**src/rtl/alu_dec_result_stage.sv**
```systemverilog
// rtl/alu_dec_result_stage.sv - registered ALU result stage with BCD correction and status register P
module alu_dec_result_stage #(
  parameter logic DEC_ENABLE = 1'b1
) (
  input  logic       clk,
  input  logic       reset_n,
  input  logic       alu_valid,
  input  logic [7:0] alu_out,
  input  logic [3:0] alu_flags,
  input  logic       alu_carry,
  input  logic       alu_half_carry,
  input  logic       dec_add,
  input  logic       dec_sub,
  input  logic [3:0] flag_we,
  input  logic       p_load,
  input  logic [7:0] p_in,
  input  logic [7:0] p_set_mask,
  input  logic [7:0] p_clr_mask,
  output logic       busy,
  output logic       res_valid,
  output logic [7:0] res_out,
  output logic [7:0] p_out,
  output logic       decimal
);

  typedef enum logic {IDLE, ADJ} state_t;

  state_t     state, state_nxt;
  logic [7:0] cap_out;
  logic [3:0] cap_flags;
  logic       cap_carry, cap_half_carry, cap_add, cap_sub;
  logic [3:0] cap_we;

  logic       dec_req;
  logic       capture;
  logic       res_valid_nxt;
  logic [7:0] res_out_nxt;
  logic [7:0] wr_mask, wr_val;
  logic [7:0] p_nxt;

  // Per-nibble BCD fixup; the sum wraps mod 16 with no carry into the other nibble.
  function automatic logic [3:0] nib_adj(input logic [3:0] n, input logic add,
                                         input logic sub, input logic c);
    logic [3:0] corr;
    corr = (add && c) ? 4'h6 : ((sub && !c) ? 4'hA : 4'h0);
    return n + corr;
  endfunction

  assign dec_req = DEC_ENABLE && (dec_add || dec_sub);

  always_ff @(posedge clk or negedge reset_n) begin
    if (!reset_n) state <= IDLE;
    else          state <= state_nxt;
  end

  always_comb begin
    state_nxt = state;
    case (state)
      IDLE:    if (alu_valid && dec_req) state_nxt = ADJ;
      ADJ:     state_nxt = IDLE;
      default: state_nxt = IDLE;
    endcase
  end

  always_comb begin
    capture       = 1'b0;
    res_valid_nxt = 1'b0;
    res_out_nxt   = res_out;
    wr_mask       = 8'h00;
    wr_val        = 8'h00;
    case (state)
      IDLE: begin
        if (alu_valid && dec_req) begin
          capture = 1'b1;
        end else if (alu_valid) begin
          res_valid_nxt = 1'b1;
          res_out_nxt   = alu_out;
          wr_mask       = {flag_we[3:2], 4'b0000, flag_we[1:0]};
          wr_val        = {alu_flags[3:2], 4'b0000, alu_flags[1:0]};
        end
      end
      ADJ: begin
        res_valid_nxt = 1'b1;
        res_out_nxt   = {nib_adj(cap_out[7:4], cap_add, cap_sub, cap_carry),
                         nib_adj(cap_out[3:0], cap_add, cap_sub, cap_half_carry)};
        // N/V/Z reflect the binary result; C is the decimal-aware adder carry.
        wr_mask       = {cap_we[3:2], 4'b0000, cap_we[1:0]};
        wr_val        = {cap_flags[3:2], 4'b0000, cap_flags[1], cap_carry};
      end
      default: ;
    endcase

    for (int i = 0; i < 8; i++) begin
      if (p_load)             p_nxt[i] = p_in[i];
      else if (p_set_mask[i]) p_nxt[i] = 1'b1;
      else if (p_clr_mask[i]) p_nxt[i] = 1'b0;
      else if (wr_mask[i])    p_nxt[i] = wr_val[i];
      else                    p_nxt[i] = p_out[i];
    end
    p_nxt[5:4] = 2'b11;
  end

  always_ff @(posedge clk or negedge reset_n) begin
    if (!reset_n) begin
      res_valid      <= 1'b0;
      res_out        <= 8'h00;
      p_out          <= 8'h34;
      cap_out        <= 8'h00;
      cap_flags      <= 4'h0;
      cap_carry      <= 1'b0;
      cap_half_carry <= 1'b0;
      cap_add        <= 1'b0;
      cap_sub        <= 1'b0;
      cap_we         <= 4'h0;
    end else begin
      res_valid <= res_valid_nxt;
      res_out   <= res_out_nxt;
      p_out     <= p_nxt;
      if (capture) begin
        cap_out        <= alu_out;
        cap_flags      <= alu_flags;
        cap_carry      <= alu_carry;
        cap_half_carry <= alu_half_carry;
        cap_add        <= dec_add;
        cap_sub        <= dec_sub;
        cap_we         <= flag_we;
      end
    end
  end

  assign busy    = (state == ADJ);
  assign decimal = p_out[3];

endmodule

```
**config.mk**
```make
export PLATFORM = sky130hd
export DESIGN_NAME = alu_dec_result_stage
export DESIGN_NICKNAME = d
export VERILOG_FILES = /design/src/rtl/alu_dec_result_stage.sv
export SDC_FILE = /design/constraint.sdc
export NUM_CORES = 1
export LEC_CHECK = 0
export CORE_MARGIN = 2
export CORE_UTILIZATION = 46
export CTS_BUF_LIST = sky130_fd_sc_hd__clkbuf_8
export DETAILED_ROUTE_END_ITERATION = 16
export PLACE_DENSITY = 0.82
export SYNTH_ARGS = -nofsm -noshare
export SYNTH_HDL_FRONTEND = slang
export SYNTH_SLANG_ARGS = --single-unit
export TNS_END_PERCENT = 50
```
**constraint.sdc**
```tcl
create_clock -name clk -period 2.3 [get_ports clk]
set_clock_uncertainty 0.2 [all_clocks]
set_input_delay 0.23 -clock clk [delete_from_list [all_inputs] [get_ports clk]]
set_output_delay 0.23 -clock clk [all_outputs]
set_load 0.05 [all_outputs]
```
==> impl.org <==
** Critical path
- The slowest stage of the critical path belongs to the cell sky130_fd_sc_hd__clkdlybuf4s50_1.
- Crit path buf inv count :: 1
- For the worst flop-to-flop path, the logic depth is 8.
- On the worst path, the slowest cell contributes a delay of 0.80 ns.
- Category of the worst setup path capture point :: output pin
- The signal on the critical path passes through clkdlybuf4s50_1.
- The worst register-to-register path begins at cap_carry$_DFFE_PN0P_.
- The cell family contributing the most delay on the critical path is buffers and inverters.
- Worst reg2reg endpoint :: res_out[7]$_DFFE_PN0P_
- In this run the register-to-register setup slack is 0.29 ns.
- Startpoint types :: register
- At the worst endpoint, the required time is 1.87 ns.
- Category of the most critical setup path :: reg2out
- Worst EP arrival :: 1.61 ns
- Along the worst path, the maximum fanout reaches 2.

** Clocking
- Setup Fix Bufs, Post-CTS :: 0
- After clock tree synthesis, the flow added hold-fix buffers numbering 0.
- Clock transition at path regs :: 0.08 ns
- Count of cells resized by post-cts repair :: 0
- Source-to-sink clock delay at the later pin of the worst-skew pair :: 0.28 ns
- Number of levels in the clock H-tree :: 2
- Number of buffers inserted during clock tree synthesis :: 5
- TritonCTS clock tree :: built
- CTS saw 35 sinks.
- Buffer type at the clock tree root :: sky130_fd_sc_hd__clkbuf_8
- Clk buf depth :: 2

** Routing
- Wire length reported by the detailed router :: 4.01 mm
- Detail-routed via count per cell :: 5.31
- After detailed routing, the number of remaining DRC violations is 0.
- Detailed-route wire length per cell :: 15.3 um
- Router iterations before antenna repair :: 4
- The detail route stage leaves a number of antenna-violating nets equal to 0.
- Count of vias placed by the detailed router :: 1397
- Number of DRC markers after the initial detailed-route iteration :: 33

** Global routing
- Pin count of the biggest net entering global routing :: 36
- The number of antenna violations at the first check in global routing is 0.
- GRT overflow :: 0
- The first global-routing pass estimated 6.79 mm of wire.
- Total routing usage reported by global routing :: 20.4%
- Via count of the first global-routing pass :: 1564

** STA
- For the pin with the worst max-slew slack, the measured transition is 0.570 ns.
- Timing-limited maximum frequency :: 490 MHz
- Period utilization :: 88.7%
- Headroom to the max-slew limit came out at 61.8%.
- Max Slew Vio Count :: 0
- For the finished layout, the period the worst path requires is 2.04 ns.
- TNS Setup :: 0 ns
- Final Worst Setup Slack :: 0.259 ns
- The number of hold violations in the final report came to 0.
- Setup repair after global routing missed its margin :: false
- Setup violations remaining at the end of the flow were counted as 0.
- Fin Hold WS :: 0.153 ns

** Synth
- A synthesized cell averages 12.1 um2.
- Number of enable flip-flop cells after synthesis :: 0
- sky130_fd_sc_hd__dfrtp_1 takes more of the synthesized area than any other cell.
- Top cell type's share of synthesized area :: 46.5%
- Sequential elements use 47.9% of the synthesized area.
- Leading post-synthesis cells by instance count :: sky130_fd_sc_hd__dfrtp_1, sky130_fd_sc_hd__mux2_2, sky130_fd_sc_hd__mux2i_1, sky130_fd_sc_hd__nand2_1, sky130_fd_sc_hd__nor2b_1
- Leading register cell type out of synthesis :: sky130_fd_sc_hd__dfrtp_1
- Yosys cell types :: 34
- Most frequent cell after synthesis :: sky130_fd_sc_hd__dfrtp_1
- Post-Syn Instances :: 151
- The Yosys step of the flow raised 0 warnings.
- In this run, synthesis produced a sequential element count of 35.
- Synth async-reset ratio :: 100%
- By area the synthesized netlist is led by sky130_fd_sc_hd__dfrtp_1, sky130_fd_sc_hd__mux2_2, sky130_fd_sc_hd__mux2i_1, sky130_fd_sc_hd__nor2b_1, sky130_fd_sc_hd__a2111o_1.
- Netlist area before placement :: 1830 um2

** Floorplanning
- The die covers 4500 um2.
- In this run the standard cell core region covers 3740 um2.
- 67 I/O pins were placed.
- The floorplan has 22 rows.
- Measured along the y axis, the die boundary spans 67.1 um.
- Initial Utilization :: 48.9%
- In this run the horizontal extent of the chip is 67.1 um.

** Cells and area
- The final layout contains 266 nets.
- Signed area change from the synthesized netlist to the final layout :: 42.4%
- The post-route netlist has 18.6% of its cells at a drive strength greater than 1.
- Number of antenna repair diodes :: 0
- Final core utilization :: 69.6%

** Placed design
- Count of port buffers added during placement :: 58
- OpenSTA, run right after detailed placement, puts the worst setup slack at 0.196 ns.
- After legalization and detailed placement, the total HPWL measured 3.14 mm.
- Final weighted congestion in routability-driven placement :: 0.789

** Hold path
- Hold crit path type :: in2async

** Pwr
- Peak VDD IR :: 686 uV
- Summed over all cells, the static leakage comes to 1.15 nW.
- Power Dens Cells :: 869 nW/um2

** Outcome
- The flow ran to the end, and the final reports show no timing, DRC or antenna violations.

** Job
- The tool flagged a number of max-cap violations equal to 0.
## through the flow
stage,cell area (um2),power (mW),cells
6_report,2610,2.26,263
5_1_grt,2610,2.39,263
4_1_cts,2610,2.29,263
3_5_place_dp,2470,1.64,255
3_3_place_gp,2470,1.61,255
2_1_floorplan,1830,1.33,152
## final cells by class
| cell class | count | area (um2) |
|---|---|---|
| fill | 279 | 1140 |
| sequential | 35 | 877 |
| multi-input combinational | 99 | 867 |
| timing repair buffer | 64 | 636 |
| clock buffer | 5 | 68.8 |
| clock inverter | 3 | 63.8 |
| tap | 48 | 60.1 |
| inverter | 9 | 33.8 |
## cell usage in the layout (no fill, tap or decap), types with 2 or more instances in the layout
cell type                         instances
sky130_fd_sc_hd__a2111o_1                 4
sky130_fd_sc_hd__a2111oi_1                4
sky130_fd_sc_hd__a211o_1                  2
sky130_fd_sc_hd__a21oi_1                  5
sky130_fd_sc_hd__and3b_1                  4
sky130_fd_sc_hd__buf_4                    6
sky130_fd_sc_hd__bufinv_16                2
sky130_fd_sc_hd__clkbuf_8                 5
sky130_fd_sc_hd__clkdlybuf4s50_1         57
sky130_fd_sc_hd__conb_1                   2
sky130_fd_sc_hd__dfrtp_1                 34
sky130_fd_sc_hd__fa_1                     2
sky130_fd_sc_hd__ha_1                     2
sky130_fd_sc_hd__inv_1                    9
sky130_fd_sc_hd__mux2_2                  19
sky130_fd_sc_hd__mux2i_1                 11
sky130_fd_sc_hd__nand2_1                  9
sky130_fd_sc_hd__nand2b_1                 2
sky130_fd_sc_hd__nor2b_1                  9
sky130_fd_sc_hd__o21ai_0                  7
sky130_fd_sc_hd__o31ai_2                  3
sky130_fd_sc_hd__xnor2_1                  4
## where the power goes
group | total (mW) | leakage [nW] | internal [mW] | switching (mW)
clock network | 0.648 | 0.0695 | 0.429 | 0.219
registers | 0.820 | 0.412 | 0.744 | 0.0755
logic | 0.796 | 0.671 | 0.351 | 0.445
## logic make-up (layout without fill, tap and decap cells)
group | count (synthesis) | count (layout) | share of synthesized area [%]
AOI/OAI and AO/OA | 31 | 31 | 13.7
buffers and inverters | 18 | 81 | 4.92
and+or+nand+nor | 28 | 28 | 10.0
muxes | 30 | 30 | 17.7
DFF | 35 | 35 | 47.9
adders and majority gates | 4 | 4 | 3.55
other | 1 | 2 | 0.205
xor gates and xnor gates | 4 | 4 | 1.91
## registers in the layout, summed over array words and instances, names as in the netlist
signal,cells
busy,1
cap_add,1
cap_carry,1
cap_flags,3
cap_half_carry,1
cap_out,8
cap_sub,1
cap_we,4
p_out,6
res_out,8
res_valid,1
## worst max path at each step
stage | from | endpoint | slack [ns] | cells after the start
global route | cap_carry$_DFFE_PN0P_ | res_out[7]$_DFFE_PN0P_ | 0.05 | 8
CTS | p_out[2]$_DFFE_PN1P_ | p_out[2] | 0.25 | 1
floorplan | busy$_DFF_PN0_ | cap_flags[2]$_DFFE_PN0P_ | 0.36 | 4
detailed placement | dec_sub | res_out[4]$_DFFE_PN0P_ | 0.20 | 4
finish | p_out[2]$_DFFE_PN1P_ | p_out[2] | 0.26 | 1
global placement | dec_sub | res_out[3]$_DFFE_PN0P_ | 0.27 | 4
## per-layer routing
metal  routed length (um)  share of wire [%]  GRT usage [%]  up-vias
met2                 2120                 53           35.5       44
met3                  246                6.1           6.08       10
met5                    0                  0              0        -
met1                 1570                 39           22.7      678
met4                   80                2.0           8.93        0
li1                     -                  -              -      665
No activity file was read; power rests on OpenSTA's default activity.
